## config.mk

```make
export PLATFORM = sky130hd
export DESIGN_NAME = instr_sequencer_flat
export DESIGN_NICKNAME = d
export VERILOG_FILES = /design/src/rtl/pic_isa_pkg.sv /design/src/rtl/instr_sequencer_if.sv /design/src/rtl/instr_sequencer_q_phase_counter.sv /design/src/rtl/instr_sequencer.sv /design/src/flat_wrapper.sv
export SDC_FILE = /design/constraint.sdc
export NUM_CORES = 1
export LEC_CHECK = 0
export CAP_MARGIN = 20
export CELL_PAD_IN_SITES_DETAIL_PLACEMENT = 0
export CELL_PAD_IN_SITES_GLOBAL_PLACEMENT = 1
export CORE_ASPECT_RATIO = 1.5
export CORE_MARGIN = 4
export CORE_UTILIZATION = 37
export DETAILED_ROUTE_END_ITERATION = 16
export DONT_BUFFER_PORTS = 1
export PLACE_DENSITY_LB_ADDON = 0.1
export RECOVER_POWER = 50
export REMOVE_ABC_BUFFERS = 1
export SLEW_MARGIN = 20
export SYNTH_ARGS = -nofsm -noshare
export SYNTH_HDL_FRONTEND = slang
export SYNTH_SLANG_ARGS = --single-unit
```

## constraint.sdc

```tcl
create_clock -name clk -period 1.67 [get_ports clk]
set_input_delay 0.167 -clock clk [delete_from_list [all_inputs] [get_ports clk]]
set_output_delay 0.167 -clock clk [all_outputs]
set_load 0.1 [all_outputs]
```

## src/rtl/pic_isa_pkg.sv

```systemverilog
// Shared PIC16F-class ISA definitions: 14-bit opcode match patterns, ALU op codes,
// instruction classes, the sequencer state enum and the opcode classifier.
package pic_isa_pkg;

  localparam int ISA_W = 14;

  localparam logic [3:0] ALU_NOP    = 4'd0;
  localparam logic [3:0] ALU_ADD    = 4'd1;
  localparam logic [3:0] ALU_SUB    = 4'd2;
  localparam logic [3:0] ALU_AND    = 4'd3;
  localparam logic [3:0] ALU_IOR    = 4'd4;
  localparam logic [3:0] ALU_XOR    = 4'd5;
  localparam logic [3:0] ALU_CLR    = 4'd6;
  localparam logic [3:0] ALU_INC    = 4'd7;
  localparam logic [3:0] ALU_DEC    = 4'd8;
  localparam logic [3:0] ALU_COM    = 4'd9;
  localparam logic [3:0] ALU_PASS_F = 4'd10;
  localparam logic [3:0] ALU_PASS_W = 4'd11;
  localparam logic [3:0] ALU_PASS_L = 4'd12;
  localparam logic [3:0] ALU_BTST   = 4'd13;

  typedef enum logic [1:0] {EXEC, FLUSH, HALT} seq_state_e;

  typedef enum logic [2:0] {C_NOP, C_ALU, C_SKIP, C_GOTO, C_CALL, C_RET, C_RETLW} instr_class_e;

  typedef struct packed {
    instr_class_e cls;
    logic [3:0]   op;
    logic         status_wr;
    logic         literal;
  } decode_t;

  localparam logic [ISA_W-1:0] OP_MOVWF  = 14'b00_0000_1???_????;
  localparam logic [ISA_W-1:0] OP_RETURN = 14'b00_0000_0000_1000;
  localparam logic [ISA_W-1:0] OP_CLRW   = 14'b00_0001_0???_????;
  localparam logic [ISA_W-1:0] OP_CLRF   = 14'b00_0001_1???_????;
  localparam logic [ISA_W-1:0] OP_SUBWF  = 14'b00_0010_????_????;
  localparam logic [ISA_W-1:0] OP_DECF   = 14'b00_0011_????_????;
  localparam logic [ISA_W-1:0] OP_IORWF  = 14'b00_0100_????_????;
  localparam logic [ISA_W-1:0] OP_ANDWF  = 14'b00_0101_????_????;
  localparam logic [ISA_W-1:0] OP_XORWF  = 14'b00_0110_????_????;
  localparam logic [ISA_W-1:0] OP_ADDWF  = 14'b00_0111_????_????;
  localparam logic [ISA_W-1:0] OP_MOVF   = 14'b00_1000_????_????;
  localparam logic [ISA_W-1:0] OP_COMF   = 14'b00_1001_????_????;
  localparam logic [ISA_W-1:0] OP_INCF   = 14'b00_1010_????_????;
  localparam logic [ISA_W-1:0] OP_DECFSZ = 14'b00_1011_????_????;
  localparam logic [ISA_W-1:0] OP_INCFSZ = 14'b00_1111_????_????;
  localparam logic [ISA_W-1:0] OP_BTFSC  = 14'b01_10??_????_????;
  localparam logic [ISA_W-1:0] OP_BTFSS  = 14'b01_11??_????_????;
  localparam logic [ISA_W-1:0] OP_CALL   = 14'b10_0???_????_????;
  localparam logic [ISA_W-1:0] OP_GOTO   = 14'b10_1???_????_????;
  localparam logic [ISA_W-1:0] OP_MOVLW  = 14'b11_00??_????_????;
  localparam logic [ISA_W-1:0] OP_RETLW  = 14'b11_01??_????_????;
  localparam logic [ISA_W-1:0] OP_ANDLW  = 14'b11_1001_????_????;
  localparam logic [ISA_W-1:0] OP_ADDLW  = 14'b11_111?_????_????;

  // Anything not listed falls through to C_NOP, so unknown opcodes execute as NOP.
  function automatic decode_t decode_instr(input logic [ISA_W-1:0] instr);
    decode_t d;
    d = '{C_NOP, ALU_NOP, 1'b0, 1'b0};
    casez (instr)
      OP_MOVWF:         d = '{C_ALU,  ALU_PASS_W, 1'b0, 1'b0};
      OP_RETURN:        d = '{C_RET,  ALU_NOP,    1'b0, 1'b0};
      OP_CLRW, OP_CLRF: d = '{C_ALU,  ALU_CLR,    1'b1, 1'b0};
      OP_SUBWF:         d = '{C_ALU,  ALU_SUB,    1'b1, 1'b0};
      OP_DECF:          d = '{C_ALU,  ALU_DEC,    1'b1, 1'b0};
      OP_IORWF:         d = '{C_ALU,  ALU_IOR,    1'b1, 1'b0};
      OP_ANDWF:         d = '{C_ALU,  ALU_AND,    1'b1, 1'b0};
      OP_XORWF:         d = '{C_ALU,  ALU_XOR,    1'b1, 1'b0};
      OP_ADDWF:         d = '{C_ALU,  ALU_ADD,    1'b1, 1'b0};
      OP_MOVF:          d = '{C_ALU,  ALU_PASS_F, 1'b1, 1'b0};
      OP_COMF:          d = '{C_ALU,  ALU_COM,    1'b1, 1'b0};
      OP_INCF:          d = '{C_ALU,  ALU_INC,    1'b1, 1'b0};
      OP_DECFSZ:        d = '{C_SKIP, ALU_DEC,    1'b1, 1'b0};
      OP_INCFSZ:        d = '{C_SKIP, ALU_INC,    1'b1, 1'b0};
      OP_BTFSC:         d = '{C_SKIP, ALU_BTST,   1'b1, 1'b0};
      OP_BTFSS:         d = '{C_SKIP, ALU_BTST,   1'b1, 1'b0};
      OP_CALL:          d = '{C_CALL, ALU_NOP,    1'b0, 1'b0};
      OP_GOTO:          d = '{C_GOTO, ALU_NOP,    1'b0, 1'b0};
      OP_MOVLW:         d = '{C_ALU,  ALU_PASS_L, 1'b0, 1'b1};
      OP_RETLW:         d = '{C_RETLW, ALU_PASS_L, 1'b0, 1'b1};
      OP_ANDLW:         d = '{C_ALU,  ALU_AND,    1'b1, 1'b1};
      OP_ADDLW:         d = '{C_ALU,  ALU_ADD,    1'b1, 1'b1};
      default:          d = '{C_NOP, ALU_NOP, 1'b0, 1'b0};
    endcase
    return d;
  endfunction

endpackage

```

## src/rtl/instr_sequencer_if.sv

```systemverilog
// Instruction-register / ALU / PC / stack control bundle of the Q-cycle sequencer.
// The sequencer uses the slave modport; the core side (or a bench) uses master.
interface instr_sequencer_if #(
  parameter int INSTR_W  = 14,
  parameter int ALU_OP_W = 4,
  parameter int Q_W      = 2
);
  logic [INSTR_W-1:0]  instr_current;
  logic                skip_cond;
  logic                halt_req;
  logic                halted;
  logic [Q_W-1:0]      q_phase;
  logic                alu_status_wr_en;
  logic                alu_sel_l;
  logic                alu_d;
  logic                alu_d_wr_en;
  logic [ALU_OP_W-1:0] alu_op;
  logic                instr_rd_en;
  logic                instr_flush;
  logic                pc_incr_en;
  logic                pc_j_en;
  logic                stack_push;
  logic                stack_pop;
  logic                pc_ret_en;

  modport master (
    output instr_current, skip_cond, halt_req,
    input  halted, q_phase, alu_status_wr_en, alu_sel_l, alu_d, alu_d_wr_en, alu_op,
           instr_rd_en, instr_flush, pc_incr_en, pc_j_en, stack_push, stack_pop, pc_ret_en
  );

  modport slave (
    input  instr_current, skip_cond, halt_req,
    output halted, q_phase, alu_status_wr_en, alu_sel_l, alu_d, alu_d_wr_en, alu_op,
           instr_rd_en, instr_flush, pc_incr_en, pc_j_en, stack_push, stack_pop, pc_ret_en
  );
endinterface

```

## src/rtl/instr_sequencer_q_phase_counter.sv

```systemverilog
// Free-running Q-phase counter with synchronous reset, a hold input used while halted,
// and a flag marking the last phase of the instruction.
module q_phase_counter #(
  parameter int Q_W = 2
) (
  input  logic           clk,
  input  logic           rst,
  input  logic           hold,
  output logic [Q_W-1:0] q,
  output logic           qlast
);

  always_ff @(posedge clk) begin
    if (rst)
      q <= '0;
    else if (!hold)
      q <= q + Q_W'(1);
  end

  assign qlast = (q == {Q_W{1'b1}});

endmodule

```

## src/rtl/instr_sequencer.sv

```systemverilog
// Q-cycle instruction sequencer for the PIC16F-class core (EXEC / FLUSH / HALT).
// Define SEQ_CALL_RETURN_EN to enable CALL, RETURN and RETLW; otherwise they run as NOP.
module instr_sequencer
  import pic_isa_pkg::*;
#(
  parameter int INSTR_W  = 14,
  parameter int ALU_OP_W = 4,
  parameter int Q_W      = 2
) (
  input logic              clk,
  input logic              rst,
  instr_sequencer_if.slave bus
);

`ifdef SEQ_CALL_RETURN_EN
  localparam bit CALL_RET_EN = 1'b1;
`else
  localparam bit CALL_RET_EN = 1'b0;
`endif

  localparam logic [Q_W-1:0] Q2 = Q_W'(2);

  seq_state_e         state;
  logic               skip_q;
  logic [Q_W-1:0]     q;
  logic               qlast;
  logic [INSTR_W-1:0] instr;
  decode_t            dec;

  logic       status_wr_c, sel_l_c, d_c, d_wr_c;
  logic [3:0] op_c;
  logic       rd_c, flush_c, incr_c, jump_c, push_c, pop_c, ret_c;

  assign instr = bus.instr_current;
  assign dec   = decode_instr(instr[ISA_W-1:0]);

  q_phase_counter #(.Q_W(Q_W)) u_q_phase_counter (
    .clk   (clk),
    .rst   (rst),
    .hold  (state == HALT),
    .q     (q),
    .qlast (qlast)
  );

  // halt_req is only honoured at an instruction boundary, and never ahead of a pending flush.
  always_ff @(posedge clk) begin
    if (rst) begin
      state  <= EXEC;
      skip_q <= 1'b0;
    end else begin
      if (state == EXEC && q == Q2 && dec.cls == C_SKIP)
        skip_q <= bus.skip_cond;
      else if (qlast)
        skip_q <= 1'b0;
      case (state)
        EXEC:    if (qlast) state <= flush_c ? FLUSH : (bus.halt_req ? HALT : EXEC);
        FLUSH:   if (qlast) state <= bus.halt_req ? HALT : EXEC;
        HALT:    if (!bus.halt_req) state <= EXEC;
        default: state <= EXEC;
      endcase
    end
  end

  always_comb begin
    status_wr_c = 1'b0;
    sel_l_c     = 1'b0;
    d_c         = instr[7];
    d_wr_c      = 1'b0;
    op_c        = ALU_NOP;
    rd_c        = 1'b0;
    flush_c     = 1'b0;
    incr_c      = 1'b0;
    jump_c      = 1'b0;
    push_c      = 1'b0;
    pop_c       = 1'b0;
    ret_c       = 1'b0;

    if (state == EXEC && q == Q2) begin
      case (dec.cls)
        C_ALU, C_SKIP: begin
          op_c        = dec.op;
          d_wr_c      = 1'b1;
          status_wr_c = dec.status_wr;
          sel_l_c     = dec.literal;
          if (dec.literal) d_c = 1'b0;
        end
        C_RETLW: if (CALL_RET_EN) begin
          op_c    = ALU_PASS_L;
          d_wr_c  = 1'b1;
          sel_l_c = 1'b1;
          d_c     = 1'b0;
        end
        default: ;
      endcase
    end

    // Redirecting instructions replace the sequential fetch with a jump/return plus flush.
    if (state == EXEC && qlast) begin
      if (dec.cls == C_GOTO) begin
        jump_c  = 1'b1;
        flush_c = 1'b1;
      end else if (CALL_RET_EN && dec.cls == C_CALL) begin
        push_c  = 1'b1;
        jump_c  = 1'b1;
        flush_c = 1'b1;
      end else if (CALL_RET_EN && (dec.cls == C_RET || dec.cls == C_RETLW)) begin
        pop_c   = 1'b1;
        ret_c   = 1'b1;
        flush_c = 1'b1;
      end else begin
        rd_c    = 1'b1;
        incr_c  = 1'b1;
        flush_c = (dec.cls == C_SKIP) && skip_q;
      end
    end

    if (state == FLUSH && qlast) begin
      rd_c   = 1'b1;
      incr_c = 1'b1;
    end

    if (rst) begin
      {status_wr_c, sel_l_c, d_c, d_wr_c} = '0;
      op_c = ALU_NOP;
      {rd_c, flush_c, incr_c, jump_c, push_c, pop_c, ret_c} = '0;
    end
  end

  assign bus.halted           = !rst && (state == HALT);
  assign bus.q_phase          = rst ? '0 : q;
  assign bus.alu_status_wr_en = status_wr_c;
  assign bus.alu_sel_l        = sel_l_c;
  assign bus.alu_d            = d_c;
  assign bus.alu_d_wr_en      = d_wr_c;
  assign bus.alu_op           = ALU_OP_W'(op_c);
  assign bus.instr_rd_en      = rd_c;
  assign bus.instr_flush      = flush_c;
  assign bus.pc_incr_en       = incr_c;
  assign bus.pc_j_en          = jump_c;
  assign bus.stack_push       = push_c;
  assign bus.stack_pop        = pop_c;
  assign bus.pc_ret_en        = ret_c;

endmodule

```

## src/flat_wrapper.sv

```systemverilog
// flat-port wrapper written by rule: the top's interface ports become plain ports
module instr_sequencer_flat import pic_isa_pkg::*;
#(
  parameter int INSTR_W  = 14,
  parameter int ALU_OP_W = 4,
  parameter int Q_W      = 2
)
  (clk, rst, bus_instr_current, bus_skip_cond, bus_halt_req, bus_halted, bus_q_phase, bus_alu_status_wr_en, bus_alu_sel_l, bus_alu_d, bus_alu_d_wr_en, bus_alu_op, bus_instr_rd_en, bus_instr_flush, bus_pc_incr_en, bus_pc_j_en, bus_stack_push, bus_stack_pop, bus_pc_ret_en);
  instr_sequencer_if #(.INSTR_W(INSTR_W), .ALU_OP_W(ALU_OP_W), .Q_W(Q_W)) bus_i ();
  input logic clk;
  input logic rst;
  input wire logic [$bits(bus_i.instr_current)-1:0] bus_instr_current;
  input wire logic [$bits(bus_i.skip_cond)-1:0] bus_skip_cond;
  input wire logic [$bits(bus_i.halt_req)-1:0] bus_halt_req;
  output wire logic [$bits(bus_i.halted)-1:0] bus_halted;
  output wire logic [$bits(bus_i.q_phase)-1:0] bus_q_phase;
  output wire logic [$bits(bus_i.alu_status_wr_en)-1:0] bus_alu_status_wr_en;
  output wire logic [$bits(bus_i.alu_sel_l)-1:0] bus_alu_sel_l;
  output wire logic [$bits(bus_i.alu_d)-1:0] bus_alu_d;
  output wire logic [$bits(bus_i.alu_d_wr_en)-1:0] bus_alu_d_wr_en;
  output wire logic [$bits(bus_i.alu_op)-1:0] bus_alu_op;
  output wire logic [$bits(bus_i.instr_rd_en)-1:0] bus_instr_rd_en;
  output wire logic [$bits(bus_i.instr_flush)-1:0] bus_instr_flush;
  output wire logic [$bits(bus_i.pc_incr_en)-1:0] bus_pc_incr_en;
  output wire logic [$bits(bus_i.pc_j_en)-1:0] bus_pc_j_en;
  output wire logic [$bits(bus_i.stack_push)-1:0] bus_stack_push;
  output wire logic [$bits(bus_i.stack_pop)-1:0] bus_stack_pop;
  output wire logic [$bits(bus_i.pc_ret_en)-1:0] bus_pc_ret_en;
  assign bus_i.instr_current = bus_instr_current;
  assign bus_i.skip_cond = bus_skip_cond;
  assign bus_i.halt_req = bus_halt_req;
  assign bus_halted = bus_i.halted;
  assign bus_q_phase = bus_i.q_phase;
  assign bus_alu_status_wr_en = bus_i.alu_status_wr_en;
  assign bus_alu_sel_l = bus_i.alu_sel_l;
  assign bus_alu_d = bus_i.alu_d;
  assign bus_alu_d_wr_en = bus_i.alu_d_wr_en;
  assign bus_alu_op = bus_i.alu_op;
  assign bus_instr_rd_en = bus_i.instr_rd_en;
  assign bus_instr_flush = bus_i.instr_flush;
  assign bus_pc_incr_en = bus_i.pc_incr_en;
  assign bus_pc_j_en = bus_i.pc_j_en;
  assign bus_stack_push = bus_i.stack_push;
  assign bus_stack_pop = bus_i.stack_pop;
  assign bus_pc_ret_en = bus_i.pc_ret_en;
  instr_sequencer #(.INSTR_W(INSTR_W), .ALU_OP_W(ALU_OP_W), .Q_W(Q_W)) u_core (.clk(clk), .rst(rst), .bus(bus_i));
endmodule
```

# == Word-level counts from Yosys, hierarchy flattened ==
# Index checks and enable logic that the tools add are counted.
# totals
register_bits,5
inputBits,18
elab_cells,86
# classes
n_addsub,1
eq_ne,33
muxes,36
reduce_logical,13
# ops
cell,count
9-bit one-hot mux with 21 select lines,1
"6-bit by 4-bit == test with 1-bit output, second input constant",5
1-bit two-way mux,25
"6-bit by 3-bit == test with 1-bit output, second input constant",4
"14-bit by 4-bit == test with 1-bit output, second input constant",1
"7-bit by 2-bit == test with 1-bit output, second input constant",2
"6-bit by 2-bit == test with 1-bit output, second input constant",2
2-bit two-way mux,6
4-bit two-way mux,3
"4-bit by 3-bit == test with 1-bit output, second input constant",2
"4-bit == test, second input constant",2
"7-bit by 1-bit == test with 1-bit output, second input constant",1
"2-bit == test, second input constant",3
"3-bit by 2-bit == test with 1-bit output, second input constant",2
"3-bit == test, second input constant",2
"6-bit == test, second input constant",1
1-bit logical AND,6
2-bit one-hot mux with 3 select lines,1
2-bit OR reduction,3
"5-bit == test, second input constant",1
"2-bit by 1-bit inequality test with 1-bit output, second input constant",2
"3-bit by 1-bit == test with 1-bit output, second input constant",1
3-bit AND reduction,1
"2-bit by 1-bit adder with 2-bit output, second input constant",1
5 further kinds,5

# == Longest topological paths before layout ==
# logic_depth
depth_word,11
ltp_mapped,7

# == Cells and area by module ==
# A second synthesis with hierarchy kept.
# unflattened
cells_unflattened,143
hier_area_um2,983.4
# modules_own_cells
mod,instances,cells_each,area_per_inst_um2,seq_area_each_um2
instr_sequencer,1,136,904.6,60.1
q_phase_counter,1,7,78.8,40.0

# == Worst setup path before layout ==
# OpenSTA, ideal clock, no wires.
# synth_path
path_type,in2out
start,in bus_instr_current[13]
end,out bus_alu_status_wr_en
t_arrival_ns,3.180
required_ns,1.503
slack_ns,-1.677
cell_stages,7
n_path_buf,2
path_cell_list,clkbuf_1 nor4_1 nand4_1 nand4_1 or2_1 clkbuf_1 nor3_1
# synth_between
elab_chain_cells,8
# synth_rtl
element,line,rtl
from (decl),flat_wrapper.sv:12,input wire logic [$bits(bus_i.instr_current)-1:0] bus_instr_current;
7-bit by 2-bit == test with 1-bit output / 4-bit by 3-bit == test with 1-bit output (equally long branches),pic_isa_pkg.sv:61,casez (instr)
2-bit OR reduction (on tied branches),--,
9-bit one-hot mux with 21 select lines *,pic_isa_pkg.sv:61,
3-bit by 1-bit == test with 1-bit output / 3-bit by 2-bit == test with 1-bit output (equally long branches),instr_sequencer.sv:79,case (dec.cls)
2-bit OR reduction,instr_sequencer.sv:79,
1-bit two-way mux *,instr_sequencer.sv:79,
1-bit two-way mux *,instr_sequencer.sv:78,if (state == EXEC && q == Q2) begin
1-bit two-way mux *,instr_sequencer.sv:122,if (rst) begin
to (decl),flat_wrapper.sv:17,output wire logic [$bits(bus_i.alu_status_wr_en)-1:0] bus_alu_status_wr_en;
# Mark *: on every way between the ends. The rest lies on a longest branch, timed or not.

# == Worst setup path after layout ==
# layout_path
start,in bus_instr_current[3]
end,out bus_alu_d_wr_en
# layout_between
elab_chain_cells,7
# layout_rtl
element,line,rtl
14-bit by 4-bit == test with 1-bit output *,pic_isa_pkg.sv:61,
9-bit one-hot mux with 21 select lines *,pic_isa_pkg.sv:61,
3-bit by 1-bit == test with 1-bit output / 3-bit by 2-bit == test with 1-bit output (equally long branches),instr_sequencer.sv:79,
2-bit OR reduction *,instr_sequencer.sv:79,
1-bit two-way mux *,instr_sequencer.sv:79,
1-bit two-way mux *,instr_sequencer.sv:78,
1-bit two-way mux *,instr_sequencer.sv:122,
to (decl),flat_wrapper.sv:20,output wire logic [$bits(bus_i.alu_d_wr_en)-1:0] bus_alu_d_wr_en;
# Marked as above.

==> metrics.md <==
| Metric | Value |
|---|---|
| NumNets Final | `167` |
| Most used DFF post-synth | `dfxtp_1` |
| CP endpoint kind | `output pin` |
| Setup ws final | `-169 ps` |
| RSZ-0062 raised after global routing | `true` |
| Die area | `approximately 3100 sq um` |
| DRC errors left | `0` |
| # rows | `20` |
| Worst Skew | `about 0.42 ps` |
| Startpoint types | `input port` |
| CTS tree | `yes` |
| Setup-failing EPs final | `6` |
| P&R area growth vs syn | `60.4%` |
| Final core utilization | `64.5%` |
| Initial antenna violation count | `0` |
| CP max FO | `2` |
| Fmax | `544 MHz` |
| Initial core utilization | `between 40% and 50%` |
| CTS Sinks | `5` |
| Max Slew Vio Count | `0` |
| Max Root-Sink Buffers | `2` |
| CTS clock-pin slew for the worst setup and hold paths | `40 ps` |
| Layout cells sized above 1 | `about two fifths` |
| Final Hold Viols | `0` |
| Core footprint | `roughly 2100 sq um` |
| Gpl congestion | `approximately 0.77` |
| Minimum clock period | `~1800 ps` |
| Die Ht | `~67 um` |
| Power Density | `approximately 450 nW/um^2` |
| First-pass GRT wire length | `between 4000 and 5000 um` |
| DR vias/cell | `a little under 6` |
| # fillers | `between 150 and 200` |
| Post-synthesis sequential area ratio | `a little under an eighth` |
| Drt first pass iters | `4` |
| DIE WIDTH | `roughly 47 um` |
| GR Util All Layers | `roughly a fifth` |
| Crit Path Category | `input port to output pin` |
| Peak VDD IR | `~0.00056 V` |
| # H-tree levels | `1` |
| Arrival @ worst endpoint | `about 1700 ps` |
| Status | `finished with violations` |
| Synth warn | `0` |
| Congestion Overflow GR | `0` |
| Max Cap Violations | `0` |
| Cell chosen for the clock root | `clkbuf_4` |
| Synth unique cells | `42` |
| Synthesized instance count | `131` |
| Avg WL per Cell | `16.3 um` |
| Vias after detailed routing | `between 900 and 1000` |
| Worst Hold Class | `input port to flip-flop` |
| FFs w/ async S/R, synth | `0%` |
| Largest net degree at the start of global routing | `22` |
| Synthesized flop and latch total | `5` |
| Synth Area per Inst | `6.46 sq um` |
| Mapped cell area | `846 sq um` |
| IO Count | `36` |
| Least-Margin Pin Slew | `540 ps` |
| Leakage | `0.000479 uW` |
| Vias in the first global route | `between 900 and 1000` |
| Total Wirelength | `around 2700 um` |
| Buffers added on ports | `0` |
| Slew margin rel. | `approximately 64%` |
| Power, Total | `615 uW` |
| TritonCTS Buffers | `3` |
| Post-DRT Antenna Nets | `0` |
| Worst Path Required | `1500 ps` |
| Post-synth EDFFs | `0` |
| Ant diodes | `0` |
| DP Wirelength | `between 1500 and 2000 um` |
| Violated checks | `setup timing` |
| Drt initial violations | `6` |
| Crit share post-route | `110%` |
| Worst skew pair latency | `between 200 and 250 ps` |
## per-layer routing
| metal | global-route usage (%) | up-vias | part of all wire (%) |
|---|---|---|---|
| li1 | - | 499 | - |
| met1 | 22.1 | 451 | 36 |
| met2 | 34.7 | 33 | 56 |
| met3 | 2.16 | 8 | 4.6 |
| met4 | 6.57 | 0 | 2.7 |
| met5 | 0 | - | 0 |
## layout make-up
class,instances,area [sq um],area share [%]
Inverter,3,11.3,0.830
Sequential cell,5,104,7.66
Clock buffer,4,26.3,1.94
Timing Repair Buffer,26,355,26.2
Tap cell,22,27.5,2.03
Multi-Input combinational cell,108,832,61.3
## sequential cells by signal (all words and copies together), names as in the netlist
name and count:
u_core.u_q_phase_counter.q 2, u_core.skip_q 1, u_core.state 2
## layout by cell type (no fill, tap or decap), types with 4 or more instances in the layout
| cell | n |
|---|---|
| a21oi_1 | 9 |
| buf_12 | 8 |
| buf_4 | 10 |
| nand2_1 | 8 |
| nand2b_1 | 9 |
| nor2_1 | 10 |
| nor2_2 | 5 |
| nor2b_1 | 4 |
## cells by family after synthesis
group / Yosys count / share of synthesized area, %
AND/OR/NAND/NOR: 66 / 42.6
multiplexers: 2 / 2.51
buffers and inverters: 20 / 10.8
AO/OA/AOI/OAI: 34 / 27.8
XOR/XNOR: 1 / 1.04
other: 1 / 0.443
flip-flops: 5 / 11.8
adder cells (fa/ha/maj): 2 / 2.96
## through the flow
stage / TNS [ps] / hold slack, ps / instances / cell area (sq um) / setup WS, ps
4_1_cts: -459 / 55.5 / 168 / 1350 / -156
5_1_grt: -1010 / 67.2 / 168 / 1360 / -205
6_report: -484 / 61.1 / 168 / 1360 / -169
3_3_place_gp: -245 / 242 / 161 / 1190 / -245
2_1_floorplan: -14200 / 239 / 116 / 773 / -2130
3_5_place_dp: -264 / 246 / 161 / 1190 / -264
## power breakdown
group	internal, uW	leakage, uW	switching, uW	total (uW)
clock	90.2	0.0000150	47.7	138
combinational	130	0.000422	212	341
sequential	129	0.0000419	6.89	136
## critical path, cell delays in order
cell and delay, ps:
nor4b_4 110, a2111o_1 410, a211o_1 290, or3_4 350
a21oi_4 160, buf_12 190
## timing repair
action                                 4_1_cts  5_1_grt
endpoints found under the hold margin        3        0
pin swaps                                   11        4
resized for setup                           24        5
setup endpoints to repair                   10       11
hold buffers                                 1        0
setup buffers                                3        0
## final timing paths
kind | slack (ps) | start | endpoint | depth (start not counted)
worst max-delay path | -170 | bus_instr_current[3] | bus_alu_d_wr_en | 6
worst min-delay path | 60 | bus_halt_req | u_core.state[1] | 2
worst max register to register | 230 | u_core.u_q_phase_counter.q[0] | u_core.skip_q | 6
worst min register to register | 460 | u_core.state[1] | u_core.state[0] | 1
## cell usage after synthesis, types with 4 or more instances
master / n / area (sq um)
o21ai_0: 4 / 20.0
clkbuf_1: 12 / 45.0
a21oi_1: 11 / 55.1
dfxtp_1: 5 / 100
nand2b_1: 9 / 56.3
nor3_1: 5 / 25.0
buf_4: 4 / 30.0
nand2_1: 9 / 33.8
nor2b_1: 5 / 31.3
nor2_1: 18 / 67.6
Power figures use the tool's default switching activity.
